## src/rtl/adc_to_opfb_dbg_pkg.sv

```systemverilog
// Shared types and default widths for the adc_to_opfb debug/deadlock reporting slice.
package adc_to_opfb_dbg_pkg;

    localparam int unsigned INFO_W    = 9;
    localparam int unsigned TS_W      = 32;
    localparam int unsigned CNT_W     = 16;
    localparam int unsigned CH_INFO_W = 3;

    typedef enum logic [1:0] {
        ST_IDLE    = 2'd0,
        ST_QUAL    = 2'd1,
        ST_LATCHED = 2'd2,
        ST_REARM   = 2'd3
    } dl_state_e;

endpackage

```

## src/rtl/adc_to_opfb_sat_counter.sv

```systemverilog
// Up-counter with synchronous clear and enable that sticks at all-ones.
module adc_to_opfb_sat_counter #(
    parameter int unsigned WIDTH = 16
) (
    input  logic             clock,
    input  logic             reset,
    input  logic             clr,
    input  logic             en,
    output logic [WIDTH-1:0] count
);

    localparam logic [WIDTH-1:0] MAX = '1;

    always_ff @(posedge clock or posedge reset) begin
        if (reset) begin
            count <= '0;
        end else if (clr) begin
            count <= '0;
        end else if (en && (count != MAX)) begin
            count <= count + WIDTH'(1);
        end
    end

endmodule

```

## src/rtl/adc_to_opfb_deadlock_reporter.sv

```systemverilog
// Qualifies the per-cycle deadlock monitor flag into a latched event with
// info/timestamp snapshot, saturating event count and a one-cycle irq.
module adc_to_opfb_deadlock_reporter #(
    parameter int unsigned INFO_W      = adc_to_opfb_dbg_pkg::INFO_W,
    parameter int unsigned HOLD_CYCLES = 16,
    parameter int unsigned TS_W        = adc_to_opfb_dbg_pkg::TS_W,
    parameter int unsigned CNT_W       = adc_to_opfb_dbg_pkg::CNT_W
) (
    input  logic              clock,
    input  logic              reset,
    input  logic              block_in,
    input  logic [INFO_W-1:0] axis_info_in,
    input  logic              clear,
    output logic              deadlock_flag,
    output logic [INFO_W-1:0] deadlock_info,
    output logic [TS_W-1:0]   deadlock_time,
    output logic [CNT_W-1:0]  event_count,
    output logic              irq
);

    import adc_to_opfb_dbg_pkg::*;

    localparam int unsigned      HOLD_W    = $clog2(HOLD_CYCLES + 1);
    localparam logic [HOLD_W-1:0] HOLD_LAST = HOLD_W'(HOLD_CYCLES - 1);

    dl_state_e         state_q;
    dl_state_e         state_d;
    logic              qualify_c;
    logic              hold_en_c;
    logic              hold_clr_c;
    logic [HOLD_W-1:0] hold_q;
    logic [TS_W-1:0]   ts_q;

    always_ff @(posedge clock or posedge reset) begin
        if (reset) begin
            state_q <= ST_IDLE;
        end else begin
            state_q <= state_d;
        end
    end

    // A held-over deadlock must be released (REARM) before it can qualify again.
    always_comb begin
        state_d    = state_q;
        qualify_c  = 1'b0;
        hold_en_c  = 1'b0;
        hold_clr_c = 1'b0;
        case (state_q)
            ST_IDLE: begin
                if (block_in) begin
                    if (HOLD_CYCLES == 1) begin
                        qualify_c = 1'b1;
                        state_d   = ST_LATCHED;
                    end else begin
                        hold_en_c = 1'b1;
                        state_d   = ST_QUAL;
                    end
                end
            end
            ST_QUAL: begin
                if (!block_in) begin
                    hold_clr_c = 1'b1;
                    state_d    = ST_IDLE;
                end else if (hold_q == HOLD_LAST) begin
                    qualify_c  = 1'b1;
                    hold_clr_c = 1'b1;
                    state_d    = ST_LATCHED;
                end else begin
                    hold_en_c = 1'b1;
                end
            end
            ST_LATCHED: begin
                if (clear) begin
                    state_d = ST_REARM;
                end
            end
            ST_REARM: begin
                if (!block_in) begin
                    state_d = ST_IDLE;
                end
            end
            default: state_d = ST_IDLE;
        endcase
    end

    adc_to_opfb_sat_counter #(.WIDTH(HOLD_W)) u_hold_cnt (
        .clock (clock),
        .reset (reset),
        .clr   (hold_clr_c),
        .en    (hold_en_c),
        .count (hold_q)
    );

    adc_to_opfb_sat_counter #(.WIDTH(CNT_W)) u_event_cnt (
        .clock (clock),
        .reset (reset),
        .clr   (1'b0),
        .en    (qualify_c),
        .count (event_count)
    );

    always_ff @(posedge clock or posedge reset) begin
        if (reset) begin
            ts_q <= '0;
        end else begin
            ts_q <= ts_q + TS_W'(1);
        end
    end

    // Snapshot registers; info/time keep their last values after clear.
    always_ff @(posedge clock or posedge reset) begin
        if (reset) begin
            deadlock_flag <= 1'b0;
            deadlock_info <= '0;
            deadlock_time <= '0;
            irq           <= 1'b0;
        end else begin
            irq <= qualify_c;
            if (qualify_c) begin
                deadlock_flag <= 1'b1;
                deadlock_info <= axis_info_in;
                deadlock_time <= ts_q;
            end else if ((state_q == ST_LATCHED) && clear) begin
                deadlock_flag <= 1'b0;
            end
        end
    end

endmodule

```

## config.mk

```make
export PLATFORM = sky130hd
export DESIGN_NAME = adc_to_opfb_deadlock_reporter
export DESIGN_NICKNAME = d
export VERILOG_FILES = /design/src/rtl/adc_to_opfb_dbg_pkg.sv /design/src/rtl/adc_to_opfb_sat_counter.sv /design/src/rtl/adc_to_opfb_deadlock_reporter.sv
export SDC_FILE = /design/constraint.sdc
export NUM_CORES = 1
export LEC_CHECK = 0
export ABC_AREA = 1
export BUFFER_PORTS_ARGS = -buffer_cell sky130_fd_sc_hd__buf_4
export CORE_ASPECT_RATIO = 0.6
export CORE_MARGIN = 2
export CORE_UTILIZATION = 55
export DETAILED_ROUTE_END_ITERATION = 7
export PLACE_DENSITY = 0.9
export SLEW_MARGIN = 20
export SYNTH_ARGS = -nofsm -noshare
export SYNTH_HDL_FRONTEND = slang
export SYNTH_SLANG_ARGS = --single-unit
```

## constraint.sdc

```tcl
create_clock -name clock -period 4.1 [get_ports clock]
set_input_delay 0.82 -clock clock [delete_from_list [all_inputs] [get_ports clock]]
set_output_delay 0.82 -clock clock [all_outputs]
set_load 0.01 [all_outputs]
```

* Yosys cells after proc, flatten, opt, wreduce, memory -nomap -nowiden
Index checks and enable logic that the tools add are counted.
** Word-level totals
- Logic and storage cells :: 47
- Output and inout port bits :: 59
- Flip-flop bits (word level) :: 98
- Input port bits :: 13
** Operators by class
- Add/subtract/negate cells :: 3
- Eq/ne operators :: 10
- Reductions and logical operators :: 7
- Mux-type cells :: 19
** Operator list (count)
- adder 32 x 1 -> 32 bit, second input constant :: 1
- adder 16 x 1 -> 16 bit, second input constant :: 1
- inequality test 16 bit, second input constant :: 1
- two-way mux 1 bit :: 10
- two-way mux 2 bit :: 5
- two-way mux 5 bit :: 2
- one-hot mux 2 bit (4 select lines) :: 1
- inequality test 2 bit, second input constant :: 3
- adder 5 x 1 -> 5 bit, second input constant :: 1
- == test 5 x 4 -> 1 bit, second input constant :: 1
- inequality test 5 bit, second input constant :: 1
- == test 2 bit, second input constant :: 2
- AND reduction 4 bit :: 1
- nonzero test 2 bit :: 2
- logical AND 1 bit :: 3
- inequality test 3 bit, second input constant :: 1
- == test 2 x 1 -> 1 bit, second input constant :: 1
- logical NOT 2 bit :: 1
- one-hot mux 1 bit (2 select lines) :: 1

* Depth between registers and ports, before layout
- Depth after elaboration :: 7
- Depth in mapped cells :: 11

* Modules after synthesis
From an unflattened synthesis, not the netlist that was laid out.
** Unflattened totals
- Cell total of the unflattened synthesis :: 621
- Area, all modules :: 4894.7 µm²
** Modules (own cells, without submodules)
- adc_to_opfb_deadlock_reporter :: instances 1, cells an instance 426, area an instance 3543.4 µm²
- adc_to_opfb_sat_counter at u_event_cnt :: instances 1, cells an instance 159, area an instance 1083.5 µm²
- adc_to_opfb_sat_counter at u_hold_cnt :: instances 1, cells an instance 36, area an instance 267.8 µm²

* Least setup slack after synthesis
Ideal clock, no wire load.
- Path kind :: register to register
- From :: reg u_hold_cnt.count[0]
- To :: reg deadlock_info[0]
- Buffers on the path :: 2
- Cell stages (with the launch flop) :: 12
- Arrival :: 1.842 ns
- Required time :: 3.983 ns
- Setup time :: 0.117 ns
- Setup slack :: 2.142 ns
- Cells stage by stage :: dfrtp_1 > ha_1 > nand2_1 > nor2_1 > ha_1 > nand2_1 > nor3_4 > inv_2 > buf_2 > buf_2 > nand2_1 > nand2_1
** Between the ends
- Longest elaborated chain between the ends :: 4
** RTL lines
- start: declaration :: line adc_to_opfb_sat_counter.sv:9 : output logic [WIDTH-1:0] count
- start signal: assignment :: line adc_to_opfb_sat_counter.sv:20 : count <= count + WIDTH'(1);
- == test 5 x 4 -> 1 bit :: line adc_to_opfb_deadlock_reporter.sv:64 : end else if (hold_q == HOLD_LAST) begin
- two-way mux 1 bit :: line adc_to_opfb_deadlock_reporter.sv:64
- two-way mux 1 bit :: line adc_to_opfb_deadlock_reporter.sv:61 : if (!block_in) begin
- two-way mux 1 bit :: line adc_to_opfb_deadlock_reporter.sv:48 : case (state_q)
- end signal: assignment :: line adc_to_opfb_deadlock_reporter.sv:121 : deadlock_info <= axis_info_in;
- end: declaration :: line adc_to_opfb_deadlock_reporter.sv:15 : output logic [INFO_W-1:0] deadlock_info,
No other way between the ends.
A chain may end at the register's enable or synchronous reset.

* Worst setup path in the final report
- From :: reg u_hold_cnt.count[0]
- To :: reg deadlock_flag
** Between the ends
- Longest elaborated chain between the ends :: 5
- Elaborated cells between the ends (all ways) :: 6
- Those cells by class :: eq/ne (1); mux (4); reduce/logical (1)
** RTL lines
- == test 5 x 4 -> 1 bit * :: line adc_to_opfb_deadlock_reporter.sv:64
- two-way mux 1 bit * :: line adc_to_opfb_deadlock_reporter.sv:64
- two-way mux 1 bit * :: line adc_to_opfb_deadlock_reporter.sv:61
- two-way mux 1 bit * :: line adc_to_opfb_deadlock_reporter.sv:48
- two-way mux 1 bit or nonzero test 2 bit (tied branches)
- end signal: assignment :: line adc_to_opfb_deadlock_reporter.sv:113 : deadlock_flag <= 1'b0;
- end signal: assignment :: line adc_to_opfb_deadlock_reporter.sv:120 : deadlock_flag <= 1'b1;
- end signal: assignment :: line adc_to_opfb_deadlock_reporter.sv:124 : deadlock_flag <= 1'b0;
- end: declaration :: line adc_to_opfb_deadlock_reporter.sv:14 : output logic deadlock_flag,
Every way passes the cells marked *; elsewhere a longest branch is shown, timed or not.

==> metrics.log <==
INFO  metric status = complete, no violations
INFO  metric cp_data_required_time = 4.30 ns
INFO  metric layout.cells.non_filler = 770
INFO  metric worstSkewPairLatency = 0.35 ns
INFO  metric timing_max_transition_violations_final = 0
INFO  metric tritoncts = built
INFO  metric final_count_of_hold_timing_violations = 0
INFO  metric power.sequential.fraction = 0.523
INFO  metric worst_setup_hold_path_clk_slew = 0.07 ns
INFO  metric timing.critical_path.slowest_stage_cell = dfrtp_1
INFO  metric p_sw_frac = 0.249
INFO  metric comb_power_share = 0.062
INFO  metric mappedNetlistArea = 4640 µm²
INFO  metric post-synth-top-count-cell = nand2_1
INFO  metric die_y = 75.1 µm
INFO  metric async_flop_share = 1.00
INFO  metric power_density = 349 nW/µm²
INFO  metric global_route.overflow_total = 0
INFO  metric synth_edf_count = 0
INFO  metric synth_commonest_cells = nand2_1 (232), dfrtp_1 (98), nor2_1 (62)
INFO  metric cts_hold_buffers = 0
INFO  metric post_synth_net_total = 600
INFO  metric design.core.area = 8040 µm²
INFO  metric ys_seq_elements = 98
INFO  metric cts_inserted_buffers = 9
INFO  metric post_synth_inst_count = 582
INFO  metric number_of_global_route_vias_before_repair = 3797
INFO  metric post-route-util = 0.693
INFO  metric synth.avg_cell_area = 7.97 µm²
INFO  metric layout.filler_cells = 604
INFO  metric grt_use_total = 0.262
INFO  metric drc_errors = 0
INFO  metric start_util = 0.577
INFO  metric synth.lib_cells_used.distinct = 23
INFO  metric dpl.hpwl = 8.13 mm
INFO  metric postCtsResizedCells = 0
INFO  metric fmax = 395 MHz
INFO  metric timing.max_slew.rel_slack = 0.493
INFO  metric synth_sequential_area_ratio = 0.529
INFO  metric share_of_cells_above_drive_strength_1 = 0.145
INFO  metric cts_root_buf = clkbuf_16
INFO  metric setup_total_negative_slack = 0 ns
INFO  metric drv.max_cap_violation_count = 0
INFO  metric maximum_number_of_pins_on_one_net_before_global_route_repair = 62
INFO  metric worst_path_largest_cell_delay = 0.42 ns
INFO  metric cts.repair_timing.setup_buffer_count = 0
INFO  metric worstSetupEndpointType = flop
INFO  metric ir_worst_vdd = 0.000258 V
INFO  metric drt-initial-drc-count = 420
INFO  metric grt_antenna_before_repair = 0
INFO  metric synth_top_area_cell = dfrtp_1
INFO  metric synth_warnings = 0
INFO  metric floorplan.die.width = 123 µm
INFO  metric crit_path_start = u_hold_cnt.count[0]$_DFFE_PP0P_
INFO  metric max_slew.worst_pin.slew = 0.761 ns
INFO  metric gp_congestion = 0.925
INFO  metric cellLeakagePower = 2.78 nW
INFO  metric drt-vias-per-instance = 5.30
INFO  metric antennaDiodeCount = 0
INFO  metric htreeDepth = 3
INFO  metric cts.path.max_buffers = 2
INFO  metric min_path_type = reg -> reg
INFO  metric fp-row-count = 25
INFO  metric rr_startpoint = u_hold_cnt.count[0]$_DFFE_PP0P_
INFO  metric port_buffer_cells = 71
INFO  metric drt_wl_total = 11.1 mm
INFO  metric routed-via-count = 4078
INFO  metric number_of_i_o_pins = 72
INFO  metric synthTopCellsByArea = dfrtp_1 (53%), nand2_1 (19%), nor2_1 (5.0%), xor2_1 (4.9%), inv_1 (4.3%)
INFO  metric finalSetupViolCount = 0
INFO  metric holdCritStartpoint = ts_q[0]$_DFF_PP0_
INFO  metric syn_to_final_growth = 20.2%
INFO  metric detail_route.first_pass.iterations = 5
INFO  metric final_antenna_net_count = 0
INFO  metric p_int = 1.46 mW
INFO  metric synth-main-ff-cell = dfrtp_1
INFO  metric clock_power_share = 0.416
INFO  metric timing.final.crit_period = 2.53 ns
INFO  metric cts.sinks = 98
INFO  metric critPathArrivalTime = 2.74 ns
INFO  metric net-switching-power = 0.483 mW
INFO  metric finalNetCount = 675
INFO  metric routed_wire_length_per_instance = 14.5 µm
INFO  metric final.setup_skew = 0.0108 ns
INFO  metric numPlacedInstances = 754
INFO  metric worst-path-max-fanout = 37
INFO  metric crit_chain = ha_1 -> nand2_1 -> nor2_1 -> ha_1 -> nand2_1 -> nor3_4 -> buf_4 -> inv_2 -> buf_4 -> o21ai_0
INFO  metric die_area = 9200 µm²
INFO  metric netlist.area_leader.share = 0.529
INFO  metric first_pass_grt_wire_length = 18.3 mm
INFO  metric start_kind = flop
INFO  metric timing_worst_setup_path_type = reg -> reg
INFO  metric worst_hold_slack = 0.483 ns
INFO  metric setup_repair_after_global_routing_missed_its_margin = no
INFO  metric layout_worst_path_cycle_share = 0.618
==> layout make-up <==
class,count,area (µm²),area share
clock buffer,10,229,0.0411
clock inverter,6,55.1,0.00988
inverter,56,213,0.0382
multi-input combinational,417,1920,0.345
sequential,98,2450,0.440
tap,108,135,0.0243
timing repair buffer,75,563,0.101
==> final timing paths <==
path                                                 to  depth (start not counted)  slack, ns
setup / recovery              deadlock_flag$_DFFE_PP0P_                         10       1.57
hold / removal                        ts_q[0]$_DFF_PP0_                          1       0.48
setup reg to reg              deadlock_flag$_DFFE_PP0P_                         10       1.57
hold reg to reg                       ts_q[0]$_DFF_PP0_                          1       0.48
max in group asynchronous            ts_q[14]$_DFF_PP0_                          3       2.75
min in group asynchronous  deadlock_info[6]$_DFFE_PP0P_                          2       0.60
==> per-stage QoR <==
step / total power [mW] / setup slack [ns] / cell area, µm²
finish: 1.95 / 1.57 / 5570
global route: 2.02 / 1.35 / 5570
CTS: 1.96 / 1.57 / 5570
detailed placement: 1.16 / 1.59 / 5290
global placement: 1.14 / 1.74 / 5290
floorplan: 1.11 / 0.718 / 4640
==> cells in the final DEF (no fill, tap or decap), types with 4 or more instances in the layout <==
master,count
buf_4,75
clkbuf_16,9
dfrtp_1,98
ha_1,5
inv_1,52
inv_6,4
nand2_1,232
nand3_1,29
nand4_1,12
nor2_1,62
nor3_1,5
o21ai_0,32
xnor2_1,6
xor2_1,26
==> state kept, by name, indices dropped and copies added (netlist names), named ones only <==
name and count:
u_hold_cnt.count 5, deadlock_flag 1, deadlock_time 32, ts_q 32, irq 1, u_event_cnt.count 16, deadlock_info 9, state_q 1
==> power groups by stage <==
stage / registers [mW] / logic [mW] / clock network (mW)
2_1_floorplan: 1.03 / 0.0778 / 0
3_3_place_gp: 1.03 / 0.111 / 0
3_5_place_dp: 1.04 / 0.120 / 0
4_1_cts: 1.02 / 0.121 / 0.823
5_1_grt: 1.02 / 0.140 / 0.863
6_report: 1.02 / 0.120 / 0.808
==> critical path, delay by kind of cell, from the launching register on <==
family / cells / cell delay, ns
buffers and inverters: 3 / 1.04
adder cells (fa/ha/maj): 2 / 0.47
flip-flops: 1 / 0.42
AND/OR/NAND/NOR: 4 / 0.29
AO/OA/AOI/OAI: 1 / 0.16
==> cells by family after synthesis <==
family,after synthesis,share of synthesized area
adders and majority gates,5,0.0135
buffers and inverters,67,0.0561
xor gates and xnor gates,32,0.0605
and+or+nand+nor,345,0.302
DFF,98,0.529
AOI/OAI and AO/OA,35,0.0391
==> layer usage <==
metal,vias to the layer above,track usage,wire (µm)
met3,14,0.0644,874
met1,1922,0.363,5120
met2,181,0.419,5000
li1,1961,-,-
met5,-,0,0
met4,0,0.0779,142
Note: power is estimated with default switching activity, not from simulation.
